==> src/rtl/soc_msp430_switch_debounce.sv <==
// Switch input conditioning for the MSP430 GPIO port 1 switch bits: two-flop
// synchroniser, shared sample-tick prescaler and per-channel debounce FSMs.
module soc_msp430_switch_debounce #(
    parameter int   NUM_SW       = 4,
    parameter int   PRESCALE     = 1000,
    parameter int   STABLE_TICKS = 8,
    parameter logic RESET_LEVEL  = 1'b0
) (
    input  logic              mclk,
    input  logic              puc_rst,
    input  logic              debounce_en,
    input  logic [NUM_SW-1:0] sw_raw,
    output logic [NUM_SW-1:0] sw_clean,
    output logic [NUM_SW-1:0] sw_rise,
    output logic [NUM_SW-1:0] sw_fall,
    output logic              sw_busy
);

    localparam int PW = (PRESCALE > 1) ? $clog2(PRESCALE) : 1;
    localparam int CW = $clog2(STABLE_TICKS + 1);
    localparam logic [PW-1:0] PRE_LAST = PW'(PRESCALE - 1);
    localparam logic [CW-1:0] CNT_LAST = CW'(STABLE_TICKS - 1);

    typedef enum logic {
        ST_STABLE   = 1'b0,
        ST_CHECKING = 1'b1
    } state_e;

    logic [NUM_SW-1:0] sync1_q, sync1_d;
    logic [NUM_SW-1:0] sync2_q, sync2_d;
    logic [NUM_SW-1:0] clean_q, clean_d;
    logic [NUM_SW-1:0] rise_q, rise_d;
    logic [NUM_SW-1:0] fall_q, fall_d;
    logic [PW-1:0]     pre_q, pre_d;
    state_e            state_q [NUM_SW];
    state_e            state_d [NUM_SW];
    logic [CW-1:0]     cnt_q   [NUM_SW];
    logic [CW-1:0]     cnt_d   [NUM_SW];
    logic              tick;

    // Free-running prescaler; parked at zero while debouncing is bypassed.
    always_comb begin
        tick = (pre_q == PRE_LAST);
        if (!debounce_en || tick) begin
            pre_d = '0;
        end else begin
            pre_d = pre_q + PW'(1);
        end
    end

    always_comb begin
        sync1_d = sw_raw;
        sync2_d = sync1_q;
        clean_d = clean_q;
        for (int i = 0; i < NUM_SW; i++) begin
            state_d[i] = state_q[i];
            cnt_d[i]   = cnt_q[i];
            if (!debounce_en) begin
                clean_d[i] = sync2_q[i];
                state_d[i] = ST_STABLE;
                cnt_d[i]   = '0;
            end else begin
                case (state_q[i])
                    ST_STABLE: begin
                        // The tick of the entry cycle is deliberately not counted.
                        if (sync2_q[i] != clean_q[i]) begin
                            state_d[i] = ST_CHECKING;
                            cnt_d[i]   = '0;
                        end
                    end
                    ST_CHECKING: begin
                        if (sync2_q[i] == clean_q[i]) begin
                            state_d[i] = ST_STABLE;
                            cnt_d[i]   = '0;
                        end else if (tick) begin
                            if (cnt_q[i] == CNT_LAST) begin
                                clean_d[i] = sync2_q[i];
                                state_d[i] = ST_STABLE;
                                cnt_d[i]   = '0;
                            end else begin
                                cnt_d[i] = cnt_q[i] + CW'(1);
                            end
                        end
                    end
                    default: begin
                        state_d[i] = ST_STABLE;
                        cnt_d[i]   = '0;
                    end
                endcase
            end
        end
        // Pulses are registered alongside the new level so both appear together.
        rise_d = clean_d & ~clean_q;
        fall_d = ~clean_d & clean_q;
    end

    always_comb begin
        sw_busy = 1'b0;
        for (int i = 0; i < NUM_SW; i++) begin
            sw_busy = sw_busy | (state_q[i] == ST_CHECKING);
        end
    end

    always_ff @(posedge mclk) begin
        if (puc_rst) begin
            sync1_q <= {NUM_SW{RESET_LEVEL}};
            sync2_q <= {NUM_SW{RESET_LEVEL}};
            clean_q <= {NUM_SW{RESET_LEVEL}};
            rise_q  <= '0;
            fall_q  <= '0;
            pre_q   <= '0;
            for (int i = 0; i < NUM_SW; i++) begin
                state_q[i] <= ST_STABLE;
                cnt_q[i]   <= '0;
            end
        end else begin
            sync1_q <= sync1_d;
            sync2_q <= sync2_d;
            clean_q <= clean_d;
            rise_q  <= rise_d;
            fall_q  <= fall_d;
            pre_q   <= pre_d;
            for (int i = 0; i < NUM_SW; i++) begin
                state_q[i] <= state_d[i];
                cnt_q[i]   <= cnt_d[i];
            end
        end
    end

    assign sw_clean = clean_q;
    assign sw_rise  = rise_q;
    assign sw_fall  = fall_q;

endmodule

==> config.mk <==
export PLATFORM = sky130hd
export DESIGN_NAME = soc_msp430_switch_debounce
export DESIGN_NICKNAME = d
export VERILOG_FILES = /design/src/rtl/soc_msp430_switch_debounce.sv
export SDC_FILE = /design/constraint.sdc
export NUM_CORES = 1
export LEC_CHECK = 0
export ABC_AREA = 0
export ABC_CLOCK_PERIOD_IN_PS = 2000
export BUFFER_PORTS_ARGS = -buffer_cell sky130_fd_sc_hd__buf_2
export CAP_MARGIN = 5
export CORE_ASPECT_RATIO = 1.75
export CORE_MARGIN = 2
export CORE_UTILIZATION = 58
export DETAILED_ROUTE_END_ITERATION = 6
export GPL_TIMING_DRIVEN = 0
export HOLD_SLACK_MARGIN = 0.06
export PLACE_DENSITY = 0.78
export SYNTH_ARGS = -nofsm -noshare
export SYNTH_HDL_FRONTEND = slang
export SYNTH_SLANG_ARGS = --single-unit
export TNS_END_PERCENT = 20
==> constraint.sdc <==
create_clock -name mclk -period 2 [get_ports mclk]
set_input_delay 0.2 -clock mclk [delete_from_list [all_inputs] [get_ports mclk]]
set_output_delay 0.2 -clock mclk [all_outputs]
set_load 0.005 [all_outputs]
==> qor.csv <==
stage,metric,value,unit
sta,clock skew,0.01414,ns
placed_design,post-placement cell count,301,
cts,hold_buf cts,0,
synth,register area share after synthesis,0.4313,
worst_setup_path,largest fanout on the critical path,8,
placed_design,Port Buffers,19,
synth,Post-synth ARST share,0,
final_layout,Area Overhead vs Synth,11.97,%
synth,Synth area leaders,"dfxtp_1 43%, nor2_1 5.5%, nor3b_2 4.3%",
synth,mean post-synth cell area,9.919,µm²
sta,post-route setup slack,0.1567,ns
cts,Max clock buf depth,2,
final_layout,Ant. Diodes,0,
final_layout,FILL cells,336,
synth,post-synth cell types,41,
die,chip height,87.69,µm
worst_setup_path,Setup crit start kind,register,
worst_setup_path,Setup Crit Path Kind,reg2reg,
sta,Slew Limit Headroom,0.5811,
cts,Sink Count,50,
pwr,Design Power,1.695,mW
cts,CTS H-Tree Depth,2,
global_routing,largest net degree at the start of global routing,16,
sta,"Hold Vio Cnt, Final",0,
status,run status,"complete, no violations",
final_layout,design area,2599,µm²
detailed_routing,WL final,4.557,mm
sta,Slew @ Worst Pin,0.6249,ns
global_routing,gr ovfl total,0,
sta,fin. max-slew vios,0,
cts,CTS tree,built,
die,full die area,4544,µm²
synth,Post-Syn Area,2321,µm²
pwr,PD cells,652.1,nW/µm²
detailed_routing,remaining antenna violation count after routing,0,
synth,Seq cells post-synth,50,
placed_design,hpwl dp,3.301,mm
die,Initial Utilization,0.6003,
synth,Synth top area share,0.4313,
synth,YS warnings,0,
sta,setup TNS,0,ns
hold_path,min-delay worst type,in2reg,
sta,fmax,0.5425,GHz
synth,cells after synthesis,234,
global_routing,vias in the first global route,1778,
detailed_routing,via count,1800,
die,row cnt,30,
worst_setup_path,CP Data Required Time,2.23,ns
global_routing,GRT Overall Usage,0.2210,
synth,ys flop type,dfxtp_1,
die,Core ar.,3866,µm²
synth,"EDFF count, synth",0,
cts,Post CTS Setup Buffer Count,0,
die,Die X,51.82,µm
cts,post-cts resize count,0,
cts,CTS Buf Count,5,
placed_design,pre-CTS setup slack,0.07246,ns
synth,Synth Net Count,246,
global_routing,first-pass GRT wire length,7.769,mm
synth,biggest area consumer among synthesized cells,dfxtp_1,
final_layout,Final nets,272,
cts,clock-pin slew on the worst setup and hold paths,0.10,ns
cts,clk_lat worst skew,0.30,ns
final_layout,"commonest non-fill, non-tap cell in the layout",dfxtp_1,
pwr,Max IR drop VDD,0.5698,mV
detailed_routing,Initial DRC Count,47,
placed_design,gp weighted congestion,0.7670,
placed_design,"Cell Area, Placed",2476,µm²
sta,RSZ-0062 raised after global routing,no,
worst_setup_path,arrival time at the worst endpoint,2.07,ns
sta,Tmin final,1.843,ns
pwr,static leakage,1.020,nW
worst_setup_path,CP endpoint kind,register,
global_routing,initial antenna violation count,0,
sta,setup violators final,0,
die,IO Pins,20,
cts,clock root cell,clkbuf_8,
detailed_routing,Via-to-Cell Ratio,5.825,
detailed_routing,routed len/inst,14.75,µm
final_layout,"commonest non-fill, non-tap cells in the layout","50 x dfxtp_1, 34 x nor2_1, 22 x buf_2",
detailed_routing,residual DRC count,0,
final_layout,final cell count without fillers,309,
flow_run,max cap viols,0,
sta,fin crit share,0.9217,
final_layout,layout cell share with drive strength beyond 1,0.1954,
detailed_routing,DR pass1 iterations,4,
[cell type report]
| class | count | area (µm²) | share of cell area |
|---|---|---|---|
| clock buffer | 6 | 72.57 | 0.02792 |
| timing repair buffer | 19 | 95.09 | 0.03659 |
| buffer | 7 | 37.54 | 0.01444 |
| multi-input combinational | 173 | 1304 | 0.5017 |
| tap | 48 | 60.06 | 0.02311 |
| clock inverter | 2 | 13.76 | 0.005296 |
| sequential | 50 | 1001 | 0.3852 |
| inverter | 4 | 15.01 | 0.005778 |
[critical path, stage by stage (launching register included)]
cell	delay (ns)
dfxtp_1	0.40
ha_2	0.28
and3b_1	0.18
buf_2	0.21
nand4_1	0.14
or3b_1	0.38
a31oi_1	0.19
[stage by stage]
| step | util | hold WS [ns] |
|---|---|---|
| 2_1_floorplan | - | 0.2716 |
| 3_3_place_gp | 0.6405 | 0.4097 |
| 3_5_place_dp | 0.6405 | 0.4160 |
| 4_1_cts | 0.6628 | 0.1049 |
| 5_1_grt | 0.6722 | 0.1223 |
| 6_report | 0.6722 | 0.1099 |
[report_power, final]
part / switching [mW] / internal (mW) / total (mW) / leakage (nW)
Clock: 0.328 / 0.247 / 0.575 / 0.0452
Combinational: 0.0488 / 0.0449 / 0.0937 / 0.570
Sequential: 0.0156 / 1.01 / 1.03 / 0.405
Total: 0.392 / 1.30 / 1.69 / 1.02
[cells by family (layout without fill, tap and decap cells)]
family / count (synthesis) / in the layout / share of synthesized area
compound gates: 34 / 34 / 0.1137
fa+ha+maj: 5 / 5 / 0.02695
flops: 50 / 50 / 0.4313
buf+inv: 11 / 38 / 0.02264
mux: 7 / 7 / 0.03181
xor+xnor: 15 / 15 / 0.07601
simple gates: 112 / 112 / 0.2976
[routing by layer]
metal	track usage	routed length, µm	vias up
met4	0.07177	47	0
met2	0.4051	2539	35
met5	0	0	-
met3	0.03754	138	5
li1	-	-	910
met1	0.2519	1831	850
[state kept, by name (all words and copies together) (netlist names)]
register / cells
sw_rise: 4
pre_q: 10
sync1_q: 4
sw_fall: 4
sw_clean: 4
sync2_q: 4
cnt_q: 16
state_q: 4
[Yosys cell counts (2+ instances only)]
cell / count
nand3_1: 12
nand4_1: 7
mux2_2: 3
buf_2: 3
o41ai_1: 4
clkbuf_1: 3
and2_1: 5
dfxtp_1: 50
nand2_1: 8
xnor2_1: 6
xor2_1: 6
ha_1: 5
a31oi_1: 7
nor2_1: 34
nand4b_1: 4
or3b_1: 4
a21oi_1: 2
nor2b_1: 11
xor3_1: 3
a41oi_1: 3
inv_1: 4
mux2i_1: 4
nor3_1: 3
o21ai_0: 3
nor3b_2: 8
a32oi_1: 10
o211a_1: 3
nand2b_1: 6
[worst paths after layout]
| kind | slack (ns) | from | to | depth (start not counted) |
|---|---|---|---|---|
| min reg2reg | 0.44 | sync1_q[2]$_SDFF_PP0_ | sync2_q[2]$_SDFF_PP0_ | 1 |
| max | 0.16 | pre_q[0]$_SDFF_PP0_ | cnt_q[1][2]$_SDFFE_PP0P_ | 6 |
| max reg2reg | 0.16 | pre_q[0]$_SDFF_PP0_ | cnt_q[1][2]$_SDFFE_PP0P_ | 6 |
| min | 0.11 | sw_raw[2] | sync1_q[2]$_SDFF_PP0_ | 2 |
No activity file was read; power rests on OpenSTA's default activity.
